**src/rtl/tx_framer.sv**
```systemverilog
// ISO/IEC 14443A Type A PICC transmit framer.
// Frames sender bytes as SOC, LSb-first data, optional odd parity and optional
// CRC_A, then EOC. Each bit is Manchester-encoded and gated with the subcarrier
// to drive the load modulator.
module tx_framer #(
  parameter int unsigned BIT_TICKS = 128,
  parameter int unsigned SC_HALF   = 8,
  parameter logic [15:0] CRC_INIT  = 16'h6363
) (
  input  logic       clk,
  input  logic       rst_n,
  input  logic       fdt_trigger,
  input  logic [7:0] data,
  input  logic [2:0] data_bits,
  input  logic       ready_to_send,
  input  logic       parity_en,
  input  logic       append_crc,
  output logic       req,
  output logic       busy,
  output logic       done,
  output logic       tx
);

  localparam int unsigned TW = $clog2(BIT_TICKS);
  localparam int unsigned SW = $clog2(2 * SC_HALF);

  localparam logic [TW-1:0] TICK_LAST = TW'(BIT_TICKS - 1);
  localparam logic [TW-1:0] TICK_HALF = TW'(BIT_TICKS / 2);
  localparam logic [SW-1:0] SC_LAST   = SW'(2 * SC_HALF - 1);
  localparam logic [SW-1:0] SC_ON     = SW'(SC_HALF);

  typedef enum logic [2:0] {
    S_IDLE,
    S_SOC,
    S_DATA,
    S_PARITY,
    S_EOC
  } state_t;

  state_t          state_q, state_d;
  logic [TW-1:0]   tick_q, tick_d;
  logic [SW-1:0]   sc_q, sc_d;
  logic [7:0]      shreg_q, shreg_d;
  logic [3:0]      bits_left_q, bits_left_d;
  logic            par_q, par_d;
  logic            par_en_q, par_en_d;
  logic            crc_en_q, crc_en_d;
  logic [15:0]     crc_q, crc_d;
  logic [7:0]      crc_hi_q, crc_hi_d;
  logic            crc_phase_q, crc_phase_d;
  logic [1:0]      crc_cnt_q, crc_cnt_d;
  logic            tx_q, tx_d;
  logic            done_q, done_d;

  logic            cur_bit, next_bit, bit_end, load_next;
  logic [15:0]     crc_upd;

  // Level on the line for a given state: SOC is a 1, DATA is the shift LSb,
  // PARITY is the running odd-parity accumulator.
  function automatic logic line_bit(input state_t s, input logic [7:0] sh, input logic p);
    case (s)
      S_SOC:    return 1'b1;
      S_DATA:   return sh[0];
      S_PARITY: return p;
      default:  return 1'b0;
    endcase
  endfunction

  // A data_bits value of 0 stands for a full byte.
  function automatic logic [3:0] byte_len(input logic [2:0] nb);
    return (nb == 3'd0) ? 4'd8 : {1'b0, nb};
  endfunction

  // Frame sequencing, bit timing, CRC/parity accumulation and registered tx level.
  always_comb begin
    // NOTE: every variable gets a default before any branch, so no path leaves
    // it unassigned and no latch is inferred.
    state_d     = state_q;
    shreg_d     = shreg_q;
    bits_left_d = bits_left_q;
    par_d       = par_q;
    par_en_d    = par_en_q;
    crc_en_d    = crc_en_q;
    crc_d       = crc_q;
    crc_hi_d    = crc_hi_q;
    crc_phase_d = crc_phase_q;
    crc_cnt_d   = crc_cnt_q;
    load_next   = 1'b0;

    bit_end = (tick_q == TICK_LAST);
    cur_bit = line_bit(state_q, shreg_q, par_q);
    crc_upd = {1'b0, crc_q[15:1]} ^ ((crc_q[0] ^ cur_bit) ? 16'h8408 : 16'h0000);

    case (state_q)
      S_IDLE: begin
        if (fdt_trigger && ready_to_send) begin
          state_d     = S_SOC;
          shreg_d     = data;
          bits_left_d = byte_len(data_bits);
          par_en_d    = parity_en;
          crc_en_d    = append_crc;
          crc_d       = CRC_INIT;
          par_d       = 1'b1;
          crc_phase_d = 1'b0;
          crc_cnt_d   = 2'd0;
        end
      end
      S_SOC: begin
        if (bit_end) state_d = S_DATA;
      end
      S_DATA: begin
        if (bit_end) begin
          shreg_d     = {1'b0, shreg_q[7:1]};
          par_d       = par_q ^ cur_bit;
          bits_left_d = bits_left_q - 1'b1;
          // The CRC covers only sender bits, never the CRC bytes themselves.
          if (!crc_phase_q) crc_d = crc_upd;
          if (bits_left_q == 4'd1) begin
            if (par_en_q) state_d = S_PARITY;
            else          load_next = 1'b1;
          end
        end
      end
      S_PARITY: begin
        if (bit_end) load_next = 1'b1;
      end
      S_EOC: begin
        if (bit_end) state_d = S_IDLE;
      end
      default: state_d = S_IDLE;
    endcase

    // End of a byte: next sender byte, then the CRC bytes, then EOC.
    if (load_next) begin
      if (!crc_phase_q && ready_to_send) begin
        shreg_d     = data;
        bits_left_d = byte_len(data_bits);
        par_d       = 1'b1;
        state_d     = S_DATA;
      end else if (crc_en_q && crc_cnt_q != 2'd2) begin
        crc_phase_d = 1'b1;
        bits_left_d = 4'd8;
        par_d       = 1'b1;
        crc_cnt_d   = crc_cnt_q + 1'b1;
        state_d     = S_DATA;
        if (crc_cnt_q == 2'd0) begin
          // crc_d already includes the final sender bit at this point.
          shreg_d  = crc_d[7:0];
          crc_hi_d = crc_d[15:8];
        end else begin
          shreg_d  = crc_hi_q;
        end
      end else begin
        state_d = S_EOC;
      end
    end

    // Bit-tick and subcarrier counters restart together at SOC tick 0.
    if (state_q == S_IDLE || state_d == S_IDLE || bit_end) tick_d = '0;
    else                                                   tick_d = tick_q + 1'b1;
    if (state_q == S_IDLE || state_d == S_IDLE || sc_q == SC_LAST) sc_d = '0;
    else                                                           sc_d = sc_q + 1'b1;

    // tx is computed from next-state values so the registered output lines up
    // with tick_q on the following cycle.
    next_bit = line_bit(state_d, shreg_d, par_d);
    tx_d     = (state_d == S_SOC || state_d == S_DATA || state_d == S_PARITY) &&
               (sc_d < SC_ON) &&
               ((tick_d < TICK_HALF) ? next_bit : ~next_bit);

    done_d = (state_q == S_EOC) && bit_end;
  end

  // State and datapath registers with synchronous active-low reset.
  always_ff @(posedge clk) begin
    // NOTE: sequential state uses non-blocking assignments so every register
    // samples the pre-edge values regardless of statement order.
    if (!rst_n) begin
      state_q     <= S_IDLE;
      tick_q      <= '0;
      sc_q        <= '0;
      shreg_q     <= '0;
      bits_left_q <= '0;
      par_q       <= 1'b0;
      par_en_q    <= 1'b0;
      crc_en_q    <= 1'b0;
      crc_q       <= '0;
      crc_hi_q    <= '0;
      crc_phase_q <= 1'b0;
      crc_cnt_q   <= '0;
      tx_q        <= 1'b0;
      done_q      <= 1'b0;
    end else begin
      state_q     <= state_d;
      tick_q      <= tick_d;
      sc_q        <= sc_d;
      shreg_q     <= shreg_d;
      bits_left_q <= bits_left_d;
      par_q       <= par_d;
      par_en_q    <= par_en_d;
      crc_en_q    <= crc_en_d;
      crc_q       <= crc_d;
      crc_hi_q    <= crc_hi_d;
      crc_phase_q <= crc_phase_d;
      crc_cnt_q   <= crc_cnt_d;
      tx_q        <= tx_d;
      done_q      <= done_d;
    end
  end

  // req marks tick 0 of the last bit of each sender byte (parity bit if enabled).
  always_comb begin
    req = (tick_q == '0) && !crc_phase_q &&
          (par_en_q ? (state_q == S_PARITY)
                    : (state_q == S_DATA && bits_left_q == 4'd1));
  end

  assign busy = (state_q != S_IDLE);
  assign done = done_q;
  assign tx   = tx_q;

endmodule

```
**config.mk**
```make
export PLATFORM = sky130hd
export DESIGN_NAME = tx_framer
export DESIGN_NICKNAME = d
export VERILOG_FILES = /design/src/rtl/tx_framer.sv
export SDC_FILE = /design/constraint.sdc
export NUM_CORES = 1
export LEC_CHECK = 0
export ABC_CLOCK_PERIOD_IN_PS = 2300
export CORE_AREA = 2 2 60 105
export DETAILED_ROUTE_END_ITERATION = 16
export DIE_AREA = 0 0 62 107
export PLACE_DENSITY = 0.73
export SLEW_MARGIN = 20
export SYNTH_ARGS = -nofsm -noshare
export SYNTH_HDL_FRONTEND = slang
export SYNTH_SLANG_ARGS = --single-unit
```
**constraint.sdc**
```tcl
create_clock -name clk -period 2.3 [get_ports clk]
set_clock_uncertainty 0.15 [all_clocks]
set_input_delay 0.46 -clock clk [delete_from_list [all_inputs] [get_ports clk]]
set_output_delay 0.46 -clock clk [all_outputs]
set_load 0.03 [all_outputs]
```
# Yosys cells after proc, flatten, opt, wreduce, memory -nomap -nowiden

Index checks and enable logic that the tools add are counted.

Reduce and logical (&&, ||, !) cells: 23
$add $sub $neg: 4
Bitwise gates (word level): 5
Mux-type cells: 56
Order comparisons: 2
Eq/ne operators: 11

Operator list:

| cell                                                 | count |
|---|---|
| 2-to-1 mux 16 bit                                    | 4 |
| 2-to-1 mux 8 bit                                     | 6 |
| case mux 16 bit (2 select lines)                     | 1 |
| 2-to-1 mux 4 bit                                     | 7 |
| 2-to-1 mux 3 bit                                     | 9 |
| 2-to-1 mux 1 bit                                     | 16 |
| case mux 8 bit (2 select lines)                      | 1 |
| bitwise XOR 15 x 16 -> 16 bit                        | 1 |
| case mux 3 bit (5 select lines)                      | 1 |
| equality test 3 x 2 -> 1 bit (second input constant) | 4 |
| 2-to-1 mux 2 bit                                     | 5 |
| logical AND 1 bit                                    | 9 |
| zero test 3 bit                                      | 3 |
| case mux 4 bit (2 select lines)                      | 1 |
| adder 7 x 1 -> 7 bit (second input constant)         | 1 |
| equality test 7 bit (second input constant)          | 1 |
| zero test 7 bit                                      | 1 |
| < comparator 7 bit (second input constant)           | 1 |
| 2-to-1 mux 7 bit                                     | 1 |
| equality test 3 x 1 -> 1 bit (second input constant) | 2 |
| case mux 1 bit (3 select lines)                      | 2 |
| logical OR 1 bit                                     | 5 |
| adder 4 x 1 -> 4 bit (second input constant)         | 1 |
| equality test 4 x 1 -> 1 bit (second input constant) | 1 |
| other kinds (14)                                     | 17 |

Output and inout bits: 4
Flip-flop bits (word level): 58

# Depth between registers and ports, before layout

Word-level depth: 16
Mapped depth: 10

# Least setup slack after synthesis

OpenSTA, ideal clock, no wires.

Path kind: register -> register
Start point: register bits_left_q[0]
End point: register tx_q (netlist: tx)
Data arrival time: 2.158 ns
Stages on the path, launching flop included: 10
Path slack: -0.088 ns
Data required time: 2.071 ns
Cells stage by stage: dfxtp_1 > ha_1 > nor4b_1 > o211a_1 > and3_1 > clkbuf_1 > a21oi_2 > a221oi_2 > mux2_4 > a211oi_2

Cells in the longest elaborated chain, start to end: 12
Elaborated cells between the ends (all ways): 28

RTL lines:

| item                                                                               | line     | source |
|---|---|---|
| start, declared                                                                    | 44       | `logic [3:0] bits_left_q, bits_left_d;` |
| start signal, assigned                                                             | 198      | `bits_left_q <= bits_left_d;` |
| equality test 4 x 1 -> 1 bit *                                                     | 118      | `if (bits_left_q == 4'd1) begin` |
| 2-to-1 mux 3 bit or 2-to-1 mux 1 bit (tied branches)                               | 118      |  |
| 2-to-1 mux 3 bit or 2-to-1 mux 1 bit (tied branches)                               | 112      | `if (bit_end) begin` |
| case mux 3 bit (5 select lines) or case mux 1 bit (2 select lines) (tied branches) | 94       | `case (state_q)` |
| 2-to-1 mux 3 bit                                                                   | 134      | `if (load_next) begin` |
| zero test 3 bit                                                                    | 159, 161 |  |
| logical OR 1 bit                                                                   | 159, 161 |  |
| logical OR 1 bit (on tied branches)                                                | 159, 161 |  |
| 2-to-1 mux 7 bit or 2-to-1 mux 4 bit (tied branches)                               | 159, 161 |  |
| < comparator 7 bit or < comparator 4 bit (tied branches)                           | 169, 168 |  |
| 2-to-1 mux 1 bit or logical AND 1 bit (tied branches)                              | 169, 167 |  |
| logical AND 1 bit *                                                                | 168      | `(sc_d < SC_ON) &&` |
| end signal, assigned                                                               | 206      | `tx_q <= tx_d;` |
| end, declared                                                                      | 52       | `logic tx_q, tx_d;` |

Every way passes the cells marked *; elsewhere a longest branch is shown, timed or not.
A chain may end at the register's enable or synchronous reset.

# Worst setup path after layout

Start point: register state_q[2]
End point: register tx_q (netlist: tx)

Cells in the longest elaborated chain, start to end: 12
Elaborated cells between the ends (all ways): 45

RTL lines:

| item                                                                | line          | source |
|---|---|---|
| start, declared                                                     | 40            | `state_t state_q, state_d;` |
| start signal, assigned                                              | 194           | `state_q <= state_d;` |
| 2-to-1 mux 3 bit (tied with other cells)                            | 119           | `if (par_en_q) state_d = S_PARITY;` |
| 2-to-1 mux 3 bit or case mux 1 bit (3 select lines) (tied branches) | 118, 61       |  |
| 2-to-1 mux 3 bit or bitwise XOR 1 bit (tied branches)               | 112, 114      |  |
| case mux 3 bit (5 select lines) or 2-to-1 mux 1 bit (tied branches) | 94, 112       |  |
| 2-to-1 mux 3 bit or case mux 1 bit (2 select lines) (tied branches) | 134, 94       |  |
| zero test 3 bit or 2-to-1 mux 1 bit (tied branches)                 | 159, 161, 140 |  |
| logical OR 1 bit or 2-to-1 mux 1 bit (tied branches)                | 159, 161, 135 |  |
| logical OR 1 bit (tied with other cells)                            | 159           | `if (state_q == S_IDLE \|\| state_d == S_IDLE \|\| bit_end) tick_d = '0;` |
| 2-to-1 mux 7 bit (tied with other cells)                            | 159           |  |
| < comparator 7 bit (tied with other cells)                          | 169           | `((tick_d < TICK_HALF) ? next_bit : ~next_bit);` |
| 2-to-1 mux 1 bit or logical AND 1 bit (tied branches)               | 169, 167      |  |
| logical AND 1 bit *                                                 | 168           |  |

Marked as above.

==> results.yml <==
logic_synthesis:
  synthArstFlopShare: 0
  synth_top_family_by_area: "simple AND/OR/NAND/NOR gates"
  synth_area_mm2: 0.00291
  syn_area_per_cell_um2: 8.14
  synthCells: 358
  synth.distinct_cells: 52
  synth_compound_area_frac: 0.181
  synth_xor_area_frac: 0.0361
  ys_seq_elements: 58
  syn_nets: 382
  synth_area_leaders: "dfxtp_1 (40%), nor2_1 (6.7%), a21oi_1 (5.2%), nand3_1 (4.5%), nand2_1 (4.3%)"
  ys_warn_count: 0
  synthAdderAreaFrac: 0.0301
  synth_edf_count: 0
  muxShareOfSynthArea: 0.0361
  ys_seq_area_frac: 0.399
  synth_simple_gate_area_frac: 0.266
  synth_area_leader_cell: "dfxtp_1"
  synth-main-ff-cell: "dfxtp_1"
  synth_top_area_frac: 0.399
critical_path:
  reg2reg_slack_ns: 0.06
  timing.rr.start: "state_q[2]"
  endpoint: "tx"
  rr_endpoint: "tx"
  path_buf_inv: 0
  path_cells: "or3b_4 -> or3_4 -> nand3_2 -> a21oi_2 -> a221oi_2 -> mux2_4 -> a211oi_2"
  arrival_ns: 2.36
  cpMaxStageDelayCell: "or3b_4"
  crit_path_max_fanout: 6
  start_kind: "register"
  r2r_cells: 7
  cp-startpoint: "state_q[2]"
  crit_required_ns: 2.42
  cp_num_cells: 7
  criticalPathCategory: "register to register"
  cp-end-kind: "register"
  cpPeakStageDelay_ns: 0.40
  cp_top_family: "simple AND/OR/NAND/NOR gates"
power:
  power_frac_comb: 0.107
  p_int_mw: 1.71
  seqPwrFrac: 0.470
  swShare: 0.239
  power.total_mw: 2.25
  p_leak_nw: 1.57
  max-vdd-ir-drop_mv: 0.431
  clkPwrFrac: 0.423
  p_sw_mw: 0.538
  power_density_mw_per_mm2: 586
timing:
  setup_viol_count_final: 0
  rsz0062_at_grt: "true"
  setup-tns-final_ns: 0
  fin_crit_sh: 0.973
  finalWorstSetupSlack_ns: 0.0614
  fmax_ghz: 0.447
  worstMarginPinSlew_ns: 0.572
  slew_viol_final: 0
  finalCriticalPeriod_ns: 2.24
  final_hold_viol_count: 0
  relSlewSlack: 0.618
  holdWs_ns: 0.310
clock_network:
  clkLatencyLatePin_ns: 0.34
  clockBufferDepth: 2
  clkTransAtPathRegs_ns: 0.06
  cts_tree: "built"
  cts_made_buffers: 9
  cts_max_level: 3
  cts_sinks: 58
  cts_root_buf: "clkbuf_8"
outcome:
  status: "completed"
floorplanning:
  dieArea_mm2: 0.00663
  core_area_mm2: 0.00579
  die_x_um: 62
  start_util: 0.503
  io_pins: 21
  die_h_um: 107
  rows: 37
placed_design:
  gp_congestion: 0.904
  post-place-ws_ns: -0.252
  port_buffers: 20
  placed_cells: 483
  place_hpwl_mm: 5.71
routing:
  drt_wl_total_mm: 7.88
  ant_nets: 0
  route.detailed.drc: 0
  dr.pass1.iters: 6
  vias: 2829
  wire_per_inst_um: 15.8
  via_per_inst: 5.67
  drt_iter0_drc: 180
grt:
  grt_usage: 0.256
  grt_max_degree: 18
  overflow: 0
  grt_pass1_vias: 2716
  antenna_found_initial: 0
  grt_pass1_wl_mm: 12.4
flow_run:
  drv_cap: 0
cells_and_area:
  diodes: 0
  fin_nets: 440
  final_cells: 499
  layout-drive-gt1-share: 0.242
  area_delta_synth_final_pct: 31.7
  n_fill_cell: 474
hold_path:
  hold_path.class: "register to register"
==> final cells by class <==
cell class / count / area (µm²) / share of cell area
multi-input cells: 265 / 1730 / 0.450
flip-flops and latches: 58 / 1170 / 0.306
repair buffers: 69 / 593 / 0.155
clock buffers: 14 / 163 / 0.0424
well taps: 78 / 97.6 / 0.0254
inverters: 13 / 48.8 / 0.0127
clock inverters: 2 / 35.0 / 0.00913
==> worst min-delay path by stage <==
stage,startpoint,to,cells after the start
6_report,tick_q[0],tick_q[0],1
5_1_grt,sc_q[0],sc_q[0],1
4_1_cts,sc_q[0],sc_q[0],1
3_5_place_dp,sc_q[0],sc_q[0],1
3_3_place_gp,sc_q[0],sc_q[0],1
2_1_floorplan,sc_q[0],sc_q[0],1
==> Yosys cell counts, drive strengths merged (2+ instances only) <==
| library cell | n |
|---|---|
| nand2 | 33 |
| nor3b | 2 |
| o21ai | 10 |
| clkbuf | 14 |
| nor2 | 52 |
| nor4b | 3 |
| a221oi | 3 |
| xor2 | 4 |
| a211oi | 5 |
| inv | 13 |
| or2 | 3 |
| dfxtp | 58 |
| o211ai | 6 |
| nand2b | 2 |
| a22oi | 6 |
| and2 | 9 |
| xnor2 | 8 |
| nor4 | 2 |
| nand3 | 26 |
| ha | 7 |
| a21oi | 31 |
| a22o | 3 |
| buf | 8 |
| a222oi | 3 |
| or3 | 2 |
| and3 | 13 |
| a31oi | 3 |
| nor3 | 7 |
| mux2i | 9 |
==> per-layer routing <==
| metal | part of all wire | routed length, µm | global-route usage |
|---|---|---|---|
| met1 | 0.38 | 2990 | 0.284 |
| met2 | 0.53 | 4210 | 0.417 |
| met3 | 0.042 | 330 | 0.0736 |
| met4 | 0.045 | 354 | 0.143 |
| met5 | 0 | 0 | 0 |
==> state kept, by name (all words and copies together), names as in the netlist <==
register     flops
crc_q           16
crc_hi_q         8
shreg_q          8
tick_q           7
bits_left_q      4
sc_q             4
state_q          3
crc_cnt_q        2
crc_en_q         1
crc_phase_q      1
done             1
par_en_q         1
par_q            1
tx               1
==> logic make-up (layout without fill, tap and decap cells) <==
family | Yosys count | count (layout)
AND/OR/NAND/NOR | 158 | 158
AO/OA/AOI/OAI | 78 | 78
flip-flops | 58 | 58
buffers and inverters | 35 | 98
XOR/XNOR | 12 | 12
multiplexers | 10 | 10
adder cells (fa/ha/maj) | 7 | 7
==> power groups by stage <==
stage / sequential (mW) / clock (mW) / combinational [mW]
2_1_floorplan: 1.07 / 0 / 0.130
3_3_place_gp: 1.07 / 0 / 0.228
3_5_place_dp: 1.08 / 0 / 0.232
6_report: 1.06 / 0.952 / 0.242
5_1_grt: 1.06 / 1.02 / 0.265
4_1_cts: 1.05 / 0.973 / 0.235
==> stage by stage <==
step | cell area, µm² | util
5_1_grt | 3840 | 0.663
3_3_place_gp | 3510 | 0.606
3_5_place_dp | 3510 | 0.606
2_1_floorplan | 2930 | -
6_report | 3840 | 0.663
4_1_cts | 3720 | 0.643
==> worst register-to-register path, cell delays in order, from the launching register on <==
cell      delay, ns
dfxtp_4        0.37
or3b_4         0.40
or3_4          0.36
nand3_2        0.09
a21oi_2        0.06
a221oi_2       0.24
mux2_4         0.34
a211oi_2       0.17
==> placed cells by master (no fill, tap or decap), types with 4 or more instances in the layout <==
master,instances
and2_1,8
a22oi_1,4
clkbuf_8,11
o211ai_1,6
dfxtp_2,7
mux2i_1,9
and3_1,11
inv_1,11
a211oi_1,4
a21oi_1,30
nor2_1,51
nand2_1,33
nor3_1,4
ha_1,4
xor2_1,4
xnor2_1,7
buf_4,47
nand3_1,24
clkdlybuf4s50_1,18
o21ai_0,10
dfxtp_1,50
==> repair_timing <==
| item | 4_1_cts | 5_1_grt |
|---|---|---|
| buffers inserted | 0 | 1 |
| hold buffers | 0 | 0 |
| pin swaps | 0 | 7 |
| cloned | 0 | 0 |
| setup endpoints to repair | 10 | 13 |
| gates resized for setup | 7 | 28 |
Power figures use the tool's default switching activity.
